--- config.mk ---
export PLATFORM = sky130hd
export DESIGN_NAME = rect_gen_flat
export DESIGN_NICKNAME = d
export VERILOG_FILES = /design/src/rtl/rect_gen_if.sv /design/src/rtl/rect_gen.sv /design/src/flat_wrapper.sv
export SDC_FILE = /design/constraint.sdc
export NUM_CORES = 1
export LEC_CHECK = 0
export ABC_AREA = 0
export CAP_MARGIN = 20
export CORE_ASPECT_RATIO = 0.7
export CORE_MARGIN = 3
export CORE_UTILIZATION = 49
export DETAILED_ROUTE_END_ITERATION = 8
export DONT_BUFFER_PORTS = 1
export MAX_ROUTING_LAYER = met4
export PLACE_DENSITY = 0.7
export SLEW_MARGIN = 20
export SYNTH_ARGS = -nofsm -noshare
export SYNTH_HDL_FRONTEND = slang
export SYNTH_SLANG_ARGS = --single-unit
--- constraint.sdc ---
create_clock -name clk -period 15.8 [get_ports clk]
set_input_delay 3.16 -clock clk [delete_from_list [all_inputs] [get_ports clk]]
set_output_delay 3.16 -clock clk [all_outputs]
set_load 0.005 [all_outputs]
--- src/rtl/rect_gen_if.sv ---
// Run control, configuration handshake and sample output of the rectangle generator.
interface rect_gen_if #(
  parameter int OUT_W = 16,
  parameter int DIV_W = 20
);
  logic             on;
  logic             cfg_valid;
  logic             cfg_ready;
  logic [DIV_W-1:0] cfg_div;
  logic [7:0]       cfg_duty;
  logic [7:0]       cfg_amp;
  logic             cfg_inv;
  logic [OUT_W-1:0] rect_out;
  logic             period_start;

  modport master (
    output on, cfg_valid, cfg_div, cfg_duty, cfg_amp, cfg_inv,
    input  cfg_ready, rect_out, period_start
  );

  modport slave (
    input  on, cfg_valid, cfg_div, cfg_duty, cfg_amp, cfg_inv,
    output cfg_ready, rect_out, period_start
  );
endinterface

--- src/rtl/rect_gen.sv ---
// Rectangle waveform generator: STEPS duty steps of div clocks each, with a
// double-buffered configuration that only changes at period boundaries while running.
module rect_gen #(
  parameter int OUT_W = 16,
  parameter int DIV_W = 20,
  parameter int STEPS = 100
) (
  input logic       clk,
  input logic       rst,
  rect_gen_if.slave bus
);

  localparam int PW = OUT_W + 8;

  typedef enum logic {IDLE, RUN} state_t;

  state_t           state_q;
  logic [DIV_W-1:0] div_cnt_q;
  logic [7:0]       step_cnt_q;
  logic [DIV_W-1:0] act_div_q, pnd_div_q;
  logic [7:0]       act_duty_q, pnd_duty_q;
  logic [7:0]       act_amp_q, pnd_amp_q;
  logic             act_inv_q, pnd_inv_q;
  logic             pnd_vld_q;
  logic [OUT_W-1:0] rect_out_q;
  logic             period_start_q;

  logic [DIV_W-1:0] div_eff;
  logic             div_term, step_term, accept;
  logic [OUT_W-1:0] level_d, sample_d;

  // Amplitude percentage to full-scale level, saturating at 100 %.
  function automatic logic [OUT_W-1:0] amp_level(input logic [7:0] amp);
    logic [PW-1:0] prod;
    if (amp >= 8'd100) return {OUT_W{1'b1}};
    prod = PW'(amp) * PW'({OUT_W{1'b1}});
    return OUT_W'(prod / PW'(100));
  endfunction

  assign div_eff   = (act_div_q == '0) ? DIV_W'(1) : act_div_q;
  assign div_term  = (div_cnt_q == div_eff - DIV_W'(1));
  assign step_term = (step_cnt_q == 8'(STEPS - 1));
  assign accept    = bus.cfg_valid && !pnd_vld_q;
  assign level_d   = amp_level(act_amp_q);
  // step_cnt never reaches STEPS, so duty >= STEPS is naturally always high.
  assign sample_d  = ((step_cnt_q < act_duty_q) ^ act_inv_q) ? level_d : '0;

  always_ff @(posedge clk) begin
    if (rst) begin
      state_q        <= IDLE;
      div_cnt_q      <= '0;
      step_cnt_q     <= '0;
      act_div_q      <= DIV_W'(1);
      act_duty_q     <= '0;
      act_amp_q      <= '0;
      act_inv_q      <= 1'b0;
      pnd_div_q      <= '0;
      pnd_duty_q     <= '0;
      pnd_amp_q      <= '0;
      pnd_inv_q      <= 1'b0;
      pnd_vld_q      <= 1'b0;
      rect_out_q     <= '0;
      period_start_q <= 1'b0;
    end else begin
      if (accept) begin
        pnd_div_q  <= bus.cfg_div;
        pnd_duty_q <= bus.cfg_duty;
        pnd_amp_q  <= bus.cfg_amp;
        pnd_inv_q  <= bus.cfg_inv;
        pnd_vld_q  <= 1'b1;
      end
      case (state_q)
        IDLE: begin
          rect_out_q     <= '0;
          period_start_q <= 1'b0;
          div_cnt_q      <= '0;
          step_cnt_q     <= '0;
          if (pnd_vld_q) begin
            act_div_q  <= pnd_div_q;
            act_duty_q <= pnd_duty_q;
            act_amp_q  <= pnd_amp_q;
            act_inv_q  <= pnd_inv_q;
            pnd_vld_q  <= 1'b0;
          end
          if (bus.on) state_q <= RUN;
        end
        RUN: begin
          if (!bus.on) begin
            state_q        <= IDLE;
            rect_out_q     <= '0;
            period_start_q <= 1'b0;
            div_cnt_q      <= '0;
            step_cnt_q     <= '0;
          end else begin
            rect_out_q     <= sample_d;
            period_start_q <= (div_cnt_q == '0) && (step_cnt_q == '0);
            if (div_term) begin
              div_cnt_q  <= '0;
              step_cnt_q <= step_term ? 8'd0 : step_cnt_q + 8'd1;
              // Pending config takes over exactly at the period wrap.
              if (step_term && pnd_vld_q) begin
                act_div_q  <= pnd_div_q;
                act_duty_q <= pnd_duty_q;
                act_amp_q  <= pnd_amp_q;
                act_inv_q  <= pnd_inv_q;
                pnd_vld_q  <= 1'b0;
              end
            end else begin
              div_cnt_q <= div_cnt_q + DIV_W'(1);
            end
          end
        end
        default: state_q <= IDLE;
      endcase
    end
  end

  assign bus.cfg_ready    = !pnd_vld_q;
  assign bus.rect_out     = rect_out_q;
  assign bus.period_start = period_start_q;

endmodule

--- src/flat_wrapper.sv ---
// flat-port wrapper written by rule: the top's interface ports become plain ports
module rect_gen_flat 
#(
  parameter int OUT_W = 16,
  parameter int DIV_W = 20,
  parameter int STEPS = 100
)
  (clk, rst, bus_on, bus_cfg_valid, bus_cfg_div, bus_cfg_duty, bus_cfg_amp, bus_cfg_inv, bus_cfg_ready, bus_rect_out, bus_period_start);
  rect_gen_if #(.OUT_W(OUT_W), .DIV_W(DIV_W)) bus_i ();
  input logic clk;
  input logic rst;
  input wire logic [$bits(bus_i.on)-1:0] bus_on;
  input wire logic [$bits(bus_i.cfg_valid)-1:0] bus_cfg_valid;
  input wire logic [$bits(bus_i.cfg_div)-1:0] bus_cfg_div;
  input wire logic [$bits(bus_i.cfg_duty)-1:0] bus_cfg_duty;
  input wire logic [$bits(bus_i.cfg_amp)-1:0] bus_cfg_amp;
  input wire logic [$bits(bus_i.cfg_inv)-1:0] bus_cfg_inv;
  output wire logic [$bits(bus_i.cfg_ready)-1:0] bus_cfg_ready;
  output wire logic [$bits(bus_i.rect_out)-1:0] bus_rect_out;
  output wire logic [$bits(bus_i.period_start)-1:0] bus_period_start;
  assign bus_i.on = bus_on;
  assign bus_i.cfg_valid = bus_cfg_valid;
  assign bus_i.cfg_div = bus_cfg_div;
  assign bus_i.cfg_duty = bus_cfg_duty;
  assign bus_i.cfg_amp = bus_cfg_amp;
  assign bus_i.cfg_inv = bus_cfg_inv;
  assign bus_cfg_ready = bus_i.cfg_ready;
  assign bus_rect_out = bus_i.rect_out;
  assign bus_period_start = bus_i.period_start;
  rect_gen #(.OUT_W(OUT_W), .DIV_W(DIV_W), .STEPS(STEPS)) u_core (.clk(clk), .rst(rst), .bus(bus_i));
endmodule
==> metrics <==
initial antenna violation count 0; total CTS buffers 17; Hold-fix buffers, CTS 0; clock sinks 121; final setup skew 0.0209 ns; DRT iter0 DRCs 1,279; die area 25,700 sq um; post-synth net total 1,639; part of the cycle the worst path needs 95.1%; GRT Overall Usage 26.2%; dpl cells 1,873; DP Worst Slack 0.417 ns; fmax 0.0666 GHz; Slew Limit Headroom 34.9%; Slowest-stage cell, CP fa_1; commonest non-fill, non-tap cell in the layout nand2_1; Mapped Area 11,700 sq um; Setup violations, final 0; Via-to-Cell Ratio 6.26; DRC viols 0; Die Y-Extent 135 microns; synth warn 0; flops & latches, synth 121; vias in the first global route 10,800; Cells after Synth 1,514; Synth Area per Inst 7.70 sq um; Filler Cell Count 2,024; Cell variety after synth 112; DRT Pass-1 Iters 5; ys flop type dfxtp_1; Crit. End Element flip-flop; Post-synth EDFFs 0; number of I/O pins 59; final wirelength 33,200 microns; Max Transition Viols Final 0; wire length per cell 17.4 microns; Core ar. 23,000 sq um; crit start category flip-flop; n_diodes 0; CP Data Arrival Time 15.36 ns; TritonCTS clock tree yes; GRT Residual Overflow 0; WHS 0.448 ns; layout cell share with drive strength beyond 1 16.4%; antenna-violating nets left 0; Initial Utilization 50.6%; nets 1,712; worst-skew pair later-pin latency 0.43 ns; vias post-DR 12,000; Critical Path RT 16.13 ns; DP HPWL 24,600 microns; clk slew on worst S/H paths 0.06 ns; CP peak stage delay 0.66 ns; max cap viols 0; most frequent cells in the layout nand2_1, nor2_1, a21oi_1, buf_4, dfxtp_1; routability cong. 0.972; post-synthesis sequential area ratio 20.8%; min cycle time layout 15.03 ns; num rows 46; Final Instance Count excl. Fillers 1,912; Fin. Hold Viols 0; maximum root-to-sink buffer count 2; Max FO, Critical Path 11; Die Width 190 microns; Area Overhead vs Synth 16.2%; worst slew pin tran 0.970 ns; CTS HTree Levels 4; largest net degree at the start of global routing 80; hold crit path type flip-flop to flip-flop; first-pass GRT wire length 54,600 microns; status completed; critical path type flip-flop to flip-flop; Buffers on Ports 0; worst setup margin 0.774 ns; Root Driver clkbuf_16; ys async rst share 0%
[final cells by class]
| type | count | area (sq um) | area share [%] |
|---|---|---|---|
| clock buffers | 18 | 439 | 3.24 |
| multi-input cells | 1243 | 8860 | 65.5 |
| inverters | 77 | 289 | 2.13 |
| flip-flops and latches | 121 | 2420 | 17.9 |
| repair buffers | 127 | 953 | 7.04 |
| clock inverters | 14 | 184 | 1.36 |
| well taps | 312 | 390 | 2.88 |
[cells by family after synthesis]
kind of cell | after synthesis | share of synthesized area, %
and+or+nand+nor | 551 | 22.7
AOI/OAI and AO/OA | 481 | 30.4
buffers and inverters | 150 | 5.47
DFF | 121 | 20.8
xor gates and xnor gates | 88 | 6.61
adders and majority gates | 86 | 10.7
muxes | 37 | 3.39
[timing repair]
| item | in CTS | in global routing |
|---|---|---|
| setup endpoints to repair | 0 | 3 |
| setup buffers | 0 | 7 |
| endpoints found under the hold margin | 0 | 0 |
| resized for setup | 0 | 54 |
[stage by stage]
stage	utilization, %	area [sq um]	TNS, ns
after CTS	57.5	13200	0
after floorplan	-	11700	0
final	58.8	13500	0
after detailed placement	54.8	12600	0
after global routing	58.8	13500	-0.119
after global placement	54.8	12600	0
[synth_stat cells, types with 18 or more instances]
cell,instances,area share (%)
a211oi_1,21,1.4
a21o_1,20,1.3
a21oi_1,137,5.9
a31oi_1,20,1.1
and3_1,21,1.1
buf_2,18,0.77
clkbuf_1,45,1.4
dfxtp_1,121,21
fa_1,23,3.9
ha_1,61,6.5
inv_1,75,2.4
mux2i_1,31,2.7
nand2_1,173,5.6
nand3_1,50,2.1
nor2_1,150,4.8
nor3_1,35,1.5
nor4_1,23,1.2
o211ai_1,25,1.6
o21ai_0,47,2.0
xnor2_1,51,3.8
xor2_1,37,2.8
[registers in the layout (all words and copies together) (netlist names), 8 cells and up]
signal,cells
u_core.pnd_div_q,20
u_core.act_duty_q,8
u_core.div_cnt_q,20
u_core.act_amp_q,8
u_core.pnd_duty_q,8
u_core.act_div_q,20
u_core.bus.rect_out,16
u_core.pnd_amp_q,8
u_core.step_cnt_q,8
[path summary, 6_finish.rpt]
path / to / from / cells after the start / slack (ns)
hold reg to reg: u_core.pnd_div_q[17]$_SDFFE_PP0P_ / u_core.pnd_div_q[17]$_SDFFE_PP0P_ / 2 / 0.45
setup / recovery: u_core.bus.rect_out[0]$_SDFF_PP0_ / u_core.act_amp_q[6]$_SDFFE_PP0P_ / 50 / 0.77
setup reg to reg: u_core.bus.rect_out[0]$_SDFF_PP0_ / u_core.act_amp_q[6]$_SDFFE_PP0P_ / 50 / 0.77
hold / removal: u_core.pnd_div_q[17]$_SDFFE_PP0P_ / u_core.pnd_div_q[17]$_SDFFE_PP0P_ / 2 / 0.45
[critical path, delay by kind of cell (launching register included)]
family,cells,cell delay (ns)
AO/OA/AOI/OAI,26,6.87
XOR/XNOR,2,0.42
adder cells (fa/ha/maj),5,2.17
buffers and inverters,4,0.66
flip-flops,1,0.49
multiplexers,1,0.30
AND/OR/NAND/NOR,12,4.00
[per-layer routing]
layer	up-vias	GRT usage (%)	routed length, microns
li1	5757	-	-
met1	5631	39.4	16300
met2	554	36.0	13700
met3	32	4.96	2760
met4	0	5.50	371
met5	-	-	0
Power is left out: the tool's default activity adds up to more than one toggle a clock period on the data nets, which glitch-free logic cannot reach.
